[src/rtl/ones_cmp_check.sv]
// Streaming one's-complement checksum checker. Words are summed mod 2^width-1 with
// an end-around-carry adder; the last word of a packet produces one result beat.

module AddMod2Nm1 #(
    parameter int width = 16,
    parameter int speed = 0
) (
    input  logic [width-1:0] a_i,
    input  logic [width-1:0] b_i,
    output logic [width-1:0] sum_o
);
    localparam int lv   = $clog2(width);
    localparam int nlev = (speed == 0) ? width - 1 : (speed == 1) ? 2 * lv : lv;

    // Index of the lower group merged into bit i at prefix level l, or -1 to pass through.
    function automatic int partner(input int l, input int i);
        int span;
        partner = -1;
        if (speed == 0) begin
            if (i == l + 1) partner = l;
        end else if (speed == 1) begin
            if (l < lv) begin
                span = 1 << l;
                if ((i + 1) % (2 * span) == 0) partner = i - span;
            end else begin
                span = 1 << (2 * lv - 1 - l);
                if (((i + 1) % (2 * span) == span) && (i >= 2 * span)) partner = i - span;
            end
        end else begin
            span = 1 << l;
            if ((i & span) != 0) partner = ((i >> l) << l) - 1;
        end
    endfunction

    logic [width-1:0] g0, p0, gf, pf, carry;
    logic             cout;

    assign g0 = a_i & b_i;
    assign p0 = a_i ^ b_i;

    for (genvar gl = 0; gl < nlev; gl++) begin : g_lvl
        logic [width-1:0] gin, pin, gout, pout;
        if (gl == 0) begin : g_first
            assign gin = g0;
            assign pin = p0;
        end else begin : g_chain
            assign gin = g_lvl[gl-1].gout;
            assign pin = g_lvl[gl-1].pout;
        end
        for (genvar gi = 0; gi < width; gi++) begin : g_bit
            localparam int pj = partner(gl, gi);
            if (pj >= 0) begin : g_op
                assign gout[gi] = gin[gi] | (pin[gi] & gin[pj]);
                assign pout[gi] = pin[gi] & pin[pj];
            end else begin : g_pass
                assign gout[gi] = gin[gi];
                assign pout[gi] = pin[gi];
            end
        end
    end

    assign gf = g_lvl[nlev-1].gout;
    assign pf = g_lvl[nlev-1].pout;

    // Full-span generate and propagate are exclusive; an all-propagate sum keeps 2^width-1.
    assign cout     = gf[width-1] & ~pf[width-1];
    assign carry[0] = cout;
    for (genvar gi = 1; gi < width; gi++) begin : g_carry
        assign carry[gi] = gf[gi-1] | (pf[gi-1] & cout);
    end

    assign sum_o = p0 ^ carry;
endmodule

module ones_cmp_check #(
    parameter int width     = 16,
    parameter int speed     = 0,
    parameter int cnt_width = 16
) (
    input  logic                 clk_i,
    input  logic                 rst_ni,
    input  logic                 in_valid_i,
    output logic                 in_ready_o,
    input  logic [width-1:0]     in_data_i,
    input  logic                 in_last_i,
    output logic                 res_valid_o,
    input  logic                 res_ready_i,
    output logic                 res_ok_o,
    output logic [width-1:0]     res_sum_o,
    output logic [cnt_width-1:0] res_count_o
);
    typedef enum logic {ACC, RESULT} state_t;

    state_t               state_reg, state_next;
    logic [width-1:0]     acc_reg, acc_next, sum_reg, sum_next, add_sum;
    logic [cnt_width-1:0] cnt_reg, cnt_next, count_reg, count_next, cnt_inc;
    logic                 ok_reg, ok_next;

    AddMod2Nm1 #(.width(width), .speed(speed)) u_add (
        .a_i  (acc_reg),
        .b_i  (in_data_i),
        .sum_o(add_sum)
    );

    assign cnt_inc = (&cnt_reg) ? cnt_reg : cnt_reg + cnt_width'(1);

    always_ff @(posedge clk_i or negedge rst_ni) begin
        if (!rst_ni) begin
            state_reg <= ACC;
            acc_reg   <= '0;
            cnt_reg   <= '0;
            sum_reg   <= '0;
            ok_reg    <= 1'b0;
            count_reg <= '0;
        end else begin
            state_reg <= state_next;
            acc_reg   <= acc_next;
            cnt_reg   <= cnt_next;
            sum_reg   <= sum_next;
            ok_reg    <= ok_next;
            count_reg <= count_next;
        end
    end

    always_comb begin
        state_next = state_reg;
        acc_next   = acc_reg;
        cnt_next   = cnt_reg;
        sum_next   = sum_reg;
        ok_next    = ok_reg;
        count_next = count_reg;
        case (state_reg)
            ACC: begin
                if (in_valid_i) begin
                    if (in_last_i) begin
                        sum_next   = add_sum;
                        ok_next    = &add_sum;
                        count_next = cnt_inc;
                        acc_next   = '0;
                        cnt_next   = '0;
                        state_next = RESULT;
                    end else begin
                        acc_next = add_sum;
                        cnt_next = cnt_inc;
                    end
                end
            end
            RESULT: begin
                if (res_ready_i) state_next = ACC;
            end
        endcase
    end

    assign in_ready_o  = (state_reg == ACC);
    assign res_valid_o = (state_reg == RESULT);
    assign res_sum_o   = sum_reg;
    assign res_ok_o    = ok_reg;
    assign res_count_o = count_reg;
endmodule

[config.mk]
export PLATFORM = sky130hd
export DESIGN_NAME = ones_cmp_check
export DESIGN_NICKNAME = d
export VERILOG_FILES = /design/src/rtl/ones_cmp_check.sv
export SDC_FILE = /design/constraint.sdc
export NUM_CORES = 1
export LEC_CHECK = 0
export BUFFER_PORTS_ARGS = -buffer_cell sky130_fd_sc_hd__buf_2
export CAP_MARGIN = 0
export CORE_UTILIZATION = 54
export CTS_BUF_LIST = sky130_fd_sc_hd__clkbuf_2
export CTS_CLUSTER_DIAMETER = 40
export CTS_CLUSTER_SIZE = 24
export DETAILED_ROUTE_END_ITERATION = 16
export PLACE_DENSITY_LB_ADDON = 0.1
export SKIP_CTS_REPAIR_TIMING = 1
export SLEW_MARGIN = 20
export SYNTH_ARGS = -nofsm -noshare
export SYNTH_HDL_FRONTEND = slang
export SYNTH_SLANG_ARGS = --single-unit
[constraint.sdc]
create_clock -name clk_i -period 3.9 [get_ports clk_i]
set_input_delay 0.39 -clock clk_i [delete_from_list [all_inputs] [get_ports clk_i]]
set_output_delay 0.39 -clock clk_i [all_outputs]
set_load 0.01 [all_outputs]
==> out/results.tsv, run 1 <==
metric	value	unit
ys_seq_area_share	42.4	%
multiInputGateArea	2260	sq um
cts_made_buffers	9	
netlist_top_cells_area	dfrtp_1 42%, nand2_1 6.8%, o21ai_0 6.8%	
yosysMostFrequentCell	nand2_1	
layout.nets	569	
grt_pass1_vias	3336	
finalSetupTns	0	ns
period_share	99.1	%
dp.cells	607	
cp_slowest_stage_delay	0.50	ns
io_buffers	55	
worstPathRequired	4.31	ns
tightest_slew	0.664	ns
initial_utilization	56.7	%
ys.warnings.count	0	
clock_latency	0.51	ns
r2r-start	acc_reg[7]$_DFFE_PN0P_	
cts_sinks	66	
antenna_found_initial	0	
slew_headroom	55.7	%
cts_root_buffer	clkbuf_2	
antennaDiodeCount	0	
register_area	1650	sq um
io_pins	56	
grt.total_usage	28.2	%
drive_gt1_share	26.7	%
hold-path-endpoint	res_valid_o$_DFF_PN0_	
wire_per_inst	15.6	um
mappedNetlistArea	3900	sq um
ys_seq_elements	66	
end_kind	flip-flop	
finalClockSkew	0.0513	ns
ctsLongestPathBuffers	2	
fp.dieH	87.0	um
vdd_drop_max	0.000430	V
grt_pass1_wl	16300	um
drc_errors	0	
drt_wl_total	9870	um
viasPerCell	5.70	
synth_edf_count	0	
coreArea	6870	sq um
rr_worst_depth	12	
final_util	70.3	%
synth_flop_cell	dfrtp_1	
rsz0062_at_grt	true	
synth-async-reset-ratio	100	%
critPathArrivalTime	4.27	ns
finalHoldViolations	0	
regToRegEndpoint	res_ok_o$_DFFE_PN0P_	
hpwlAfterDp	7590	um
crit_chain	ha_4 -> a21o_1 -> a2111oi_4 -> o21ai_2 -> o211ai_1 -> fa_1 -> nor4_2 -> nand3_1 -> a2111o_1 -> or4b_1 -> or4_1 -> o31ai_2	
first_iter_violations	214	
firstDrtPassIters	4	
p_leak	2.18	nW
area_delta_synth_final	23.9	%
critPathBufInv	0	
grt_max_degree	48	
globalplace.congestion	0.906	
synth.distinct_cells	54	
fmax	0.259	GHz
postSynthAreaPerCell	8.86	sq um
synth_commonest_cells	71 x nand2_1, 66 x dfrtp_1, 53 x o21ai_0, 35 x nor2_1, 21 x xnor2_1	
whs_path_depth	2	
slowest_stage	fa_1	
hp-class	input port to flip-flop	
path_class	flip-flop to flip-flop	
post-route-min-period	3.87	ns
slew_viol_final	0	
hp-start	res_ready_i	
htreeDepth	3	
fillerInstances	568	
regToRegSetupSlack	0.03	ns
cts_tree	yes	
power_density	691	nW/um^2
outcome	finished, final reports clean	
clkSlewWorstSetupHoldPaths	0.20	ns
dieWidth	87.0	um
overflow	0	
dieArea	7560	sq um
vias	3595	
cp_top_family	compound AO/OA/AOI/OAI gates	
antenna_left	0	
final_cells	631	
syn_nets	479	
cp_max_fo	2	
synth_largest_area_cell	dfrtp_1	
cp-start-kind	flip-flop	
cap_viol_max_count	0	
synth_top_area_share	42.4	%
setup_viol	0	
row_count	30	
synth_cells	440	
## cell usage in the layout, fill, tap and decap left out, drive strengths merged, types with 3 or more instances in the layout
cell | netlist | layout
ha | 17 | 17
o31ai | 4 | 4
o21a | 3 | 3
a211oi | 7 | 7
a21o | 5 | 5
mux2i | 8 | 8
dfrtp | 66 | 66
inv | 9 | 11
a22o | 5 | 5
nor2 | 35 | 35
and2 | 3 | 3
a2111oi | 4 | 4
nand3 | 11 | 11
clkbuf | 20 | 9
xnor2 | 21 | 21
and3 | 7 | 7
a21oi | 16 | 16
nor2b | 3 | 3
nor3 | 11 | 11
nor4 | 3 | 3
xor2 | 4 | 4
o21ai | 60 | 60
clkinv | 0 | 3
buf | 1 | 99
or3 | 4 | 4
a31oi | 6 | 6
nand4 | 6 | 6
nand2 | 72 | 72
a31o | 3 | 3
## worst reg2reg max path, delay by kind of cell (launching register included)
family | cells | cell delay, ns
AOI/OAI and AO/OA | 6 | 1.45
DFF | 1 | 0.45
and+or+nand+nor | 4 | 1.19
adders and majority gates | 2 | 0.73
## cell families after synthesis
kind of cell / synth area share (%)
adders and majority gates: 5.97
AOI/OAI and AO/OA: 21.0
muxes: 2.63
DFF: 42.4
xor gates and xnor gates: 5.62
buffers and inverters: 3.08
and+or+nand+nor: 19.3
## through the flow
stage	setup slack (ns)	hold slack, ns	total power, mW	cell area, sq um
floorplan	0.0103	0.0944	2.02	3920
global placement	-0.161	0.454	2.65	4500
detailed placement	-0.220	0.454	2.67	4500
CTS	-0.134	-0.140	3.17	4650
global route	-0.164	0.0388	3.59	4830
finish	0.0348	0.0842	3.34	4830
## per-layer routing
metal | routed length (um) | GRT usage (%)
met3 | 518 | 4.36
met4 | 163 | 8.79
met1 | 4900 | 42.1
met5 | 0 | 0
met2 | 4290 | 41.9
## where the power goes
| part | switching [mW] | total [mW] | internal, mW |
|---|---|---|---|
| Combinational | 0.975 | 1.82 | 0.848 |
| Sequential | 0.139 | 1.02 | 0.883 |
| Clock | 0.273 | 0.491 | 0.218 |
| Total | 1.39 | 3.34 | 1.95 |
## final cells by class
type | count | share of cell area [%]
Timing Repair Buffer | 100 | 12.8
Clock inverter | 7 | 2.07
Multi-Input combinational cell | 344 | 46.8
Sequential cell | 66 | 34.2
Inverter | 9 | 0.699
Clock buffer | 9 | 0.933
Tap cell | 96 | 2.49
## worst max-delay path by stage
stage,end,cells after the start,from,slack (ns)
floorplan,res_ok_o$_DFFE_PN0P_,13,in_data_i[11],0.01
global placement,res_ok_o$_DFFE_PN0P_,13,in_data_i[6],-0.16
global route,res_ok_o$_DFFE_PN0P_,12,acc_reg[7]$_DFFE_PN0P_,-0.16
detailed placement,res_ok_o$_DFFE_PN0P_,13,in_data_i[1],-0.22
finish,res_ok_o$_DFFE_PN0P_,12,acc_reg[7]$_DFFE_PN0P_,0.03
CTS,res_ok_o$_DFFE_PN0P_,12,acc_reg[1]$_DFFE_PN0P_,-0.13
Power figures use the tool's default switching activity.
==> run 2: changes to the inputs <==
CORE_UTILIZATION = 52   (was 54)
CTS_BUF_LIST = sky130_fd_sc_hd__clkbuf_4 sky130_fd_sc_hd__clkbuf_8 sky130_fd_sc_hd__clkbuf_16   (was sky130_fd_sc_hd__clkbuf_2)
==> out/results.tsv, run 2 (synthesized netlist as in run 1, its figures left out) <==
metric	value	unit
outcome	finished with violations	
violations	negative setup slack	
fin_ws	-0.0964	ns
fp.dieH	88.6	um
clkSlewWorstSetupHoldPaths	0.08	ns
drc_errors	0	
cts_tree	yes	
viasPerCell	5.57	
cp-start-kind	flip-flop	
wl_met2	4510	um
finalClockSkew	0.0167	ns
tightest_slew	0.822	ns
wire_per_inst	15.9	um
power_frac_seq	29.4	%
io_pins	56	
power_density	713	nW/um^2
coreArea	7250	sq um
initial_utilization	53.7	%
path_class	flip-flop to flip-flop	
hpwlAfterDp	7370	um
slew_headroom	45.2	%
grt_pass1_vias	3160	
place_ws	-0.219	ns
top_layer_used	met4	
critPathArrivalTime	4.24	ns
vdd_drop_max	0.000358	V
wl_met1	5190	um
io_buffers	55	
vias	3537	
switching_share	40.5	%
finalSetupTns	-0.0964	ns
antenna_left	0	
htreeDepth	3	
clock_latency	0.35	ns
overflow	0	
slew_viol_final	0	
globalplace.congestion	0.928	
p_int	2.07	mW
fin_area	4870	sq um
grt_pass1_wl	15700	um
final_cell_mix	71 x nand2_1, 66 x dfrtp_1, 55 x buf_2	
worstPathRequired	4.14	ns
period_share	102	%
hp-class	input port to asynchronous set/reset pin	
drive_gt1_share	26.3	%
final_common_cell	nand2_1	
p_clk_share	18.6	%
cts_sinks	66	
dr_wl_met3	330	um
layout.nets	570	
grt_max_degree	54	
cap_viol_max_count	0	
fmax	0.250	GHz
end_kind	flip-flop	
dieWidth	88.6	um
row_count	31	
finalHoldViolations	0	
fillerInstances	608	
firstDrtPassIters	5	
grt.total_usage	26.6	%
cp_max_fo	5	
antennaDiodeCount	0	
drt_wl_total	10100	um
cts_root_buffer	clkbuf_8	
first_iter_violations	217	
p_leak	2.22	nW
antenna_found_initial	0	
post-route-min-period	4.00	ns
area_delta_synth_final	24.9	%
combPwrFrac	51.9	%
switching_power	1.41	mW
cts_made_buffers	9	
dieArea	7850	sq um
ctsLongestPathBuffers	2	
rsz0062_at_grt	true	
postPlaceCellArea	4540	sq um
setup_viol	1	
## run 2: cell count changes in the layout (fill, tap and decap cells not counted), moves of 2 or more
| cell | before | now |
|---|---|---|
| clkinv_4 | 2 | 0 |
| ha_4 | 5 | 1 |
| ha_1 | 11 | 15 |
| clkinvlp_4 | 0 | 2 |
| clkbuf_2 | 9 | 0 |
| buf_4 | 43 | 46 |
| clkbuf_8 | 0 | 9 |
## run 2: final timing paths
kind	slack [ns]	cells after the start	endpoint	start
worst min register to register	0.47	2	res_sum_o[8]$_DFFE_PN0P_	res_sum_o[8]$_DFFE_PN0P_
worst min-delay path	0.14	1	res_sum_o[10]$_DFFE_PN0P_	rst_ni
max in group asynchronous	2.87	2	res_sum_o[6]$_DFFE_PN0P_	rst_ni
worst max-delay path	-0.1	13	res_ok_o$_DFFE_PN0P_	acc_reg[8]$_DFFE_PN0P_
worst max register to register	-0.1	13	res_ok_o$_DFFE_PN0P_	acc_reg[8]$_DFFE_PN0P_
min in group clk_i	0.23	2	res_valid_o$_DFF_PN0_	res_ready_i
## run 2: metal layers
metal	GRT usage, %	vias up
met4	7.77	0
met2	40.9	82
met5	0	-
met1	38.9	1684
li1	-	1764
met3	3.92	7
## run 2: per-stage QoR
stage | util [%] | power [mW] | std cells | hold WS (ns)
after floorplan | - | 2.02 | 440 | 0.0944
final | 67.1 | 3.47 | 635 | 0.139
after global placement | 62.7 | 2.68 | 615 | 0.457
after detailed placement | 62.7 | 2.70 | 615 | 0.465
after global routing | 67.1 | 3.72 | 635 | 0.193
after CTS | 65.7 | 3.36 | 631 | 0.159
## run 2: area by class of cell
type | instances | area (sq um) | area share, %
Clock inverter | 6 | 88.8 | 1.82
Sequential cell | 66 | 1650 | 33.9
Inverter | 9 | 33.8 | 0.694
Timing Repair Buffer | 101 | 621 | 12.7
Multi-Input combinational cell | 344 | 2220 | 45.6
Clock buffer | 10 | 131 | 2.70
Tap cell | 99 | 124 | 2.54
## run 2: critical path, cell delays in order (launching register included)
cell      delay (ns)
dfrtp_1         0.42
ha_1            0.36
buf_4           0.16
nand3_2         0.11
a21o_1          0.20
o21ai_1         0.16
o211ai_1        0.15
fa_1            0.55
nor4_2          0.15
nand3_1         0.10
a2111o_1        0.35
or4b_1          0.50
or4_4           0.45
o31ai_4         0.26
## run 2: power by group through the flow
stage	Combinational, mW	Clock [mW]	Sequential, mW
finish	1.80	0.647	1.02
global route	1.98	0.683	1.05
CTS	1.68	0.655	1.02
detailed placement	1.67	0	1.03
global placement	1.65	0	1.02
floorplan	0.971	0	1.05
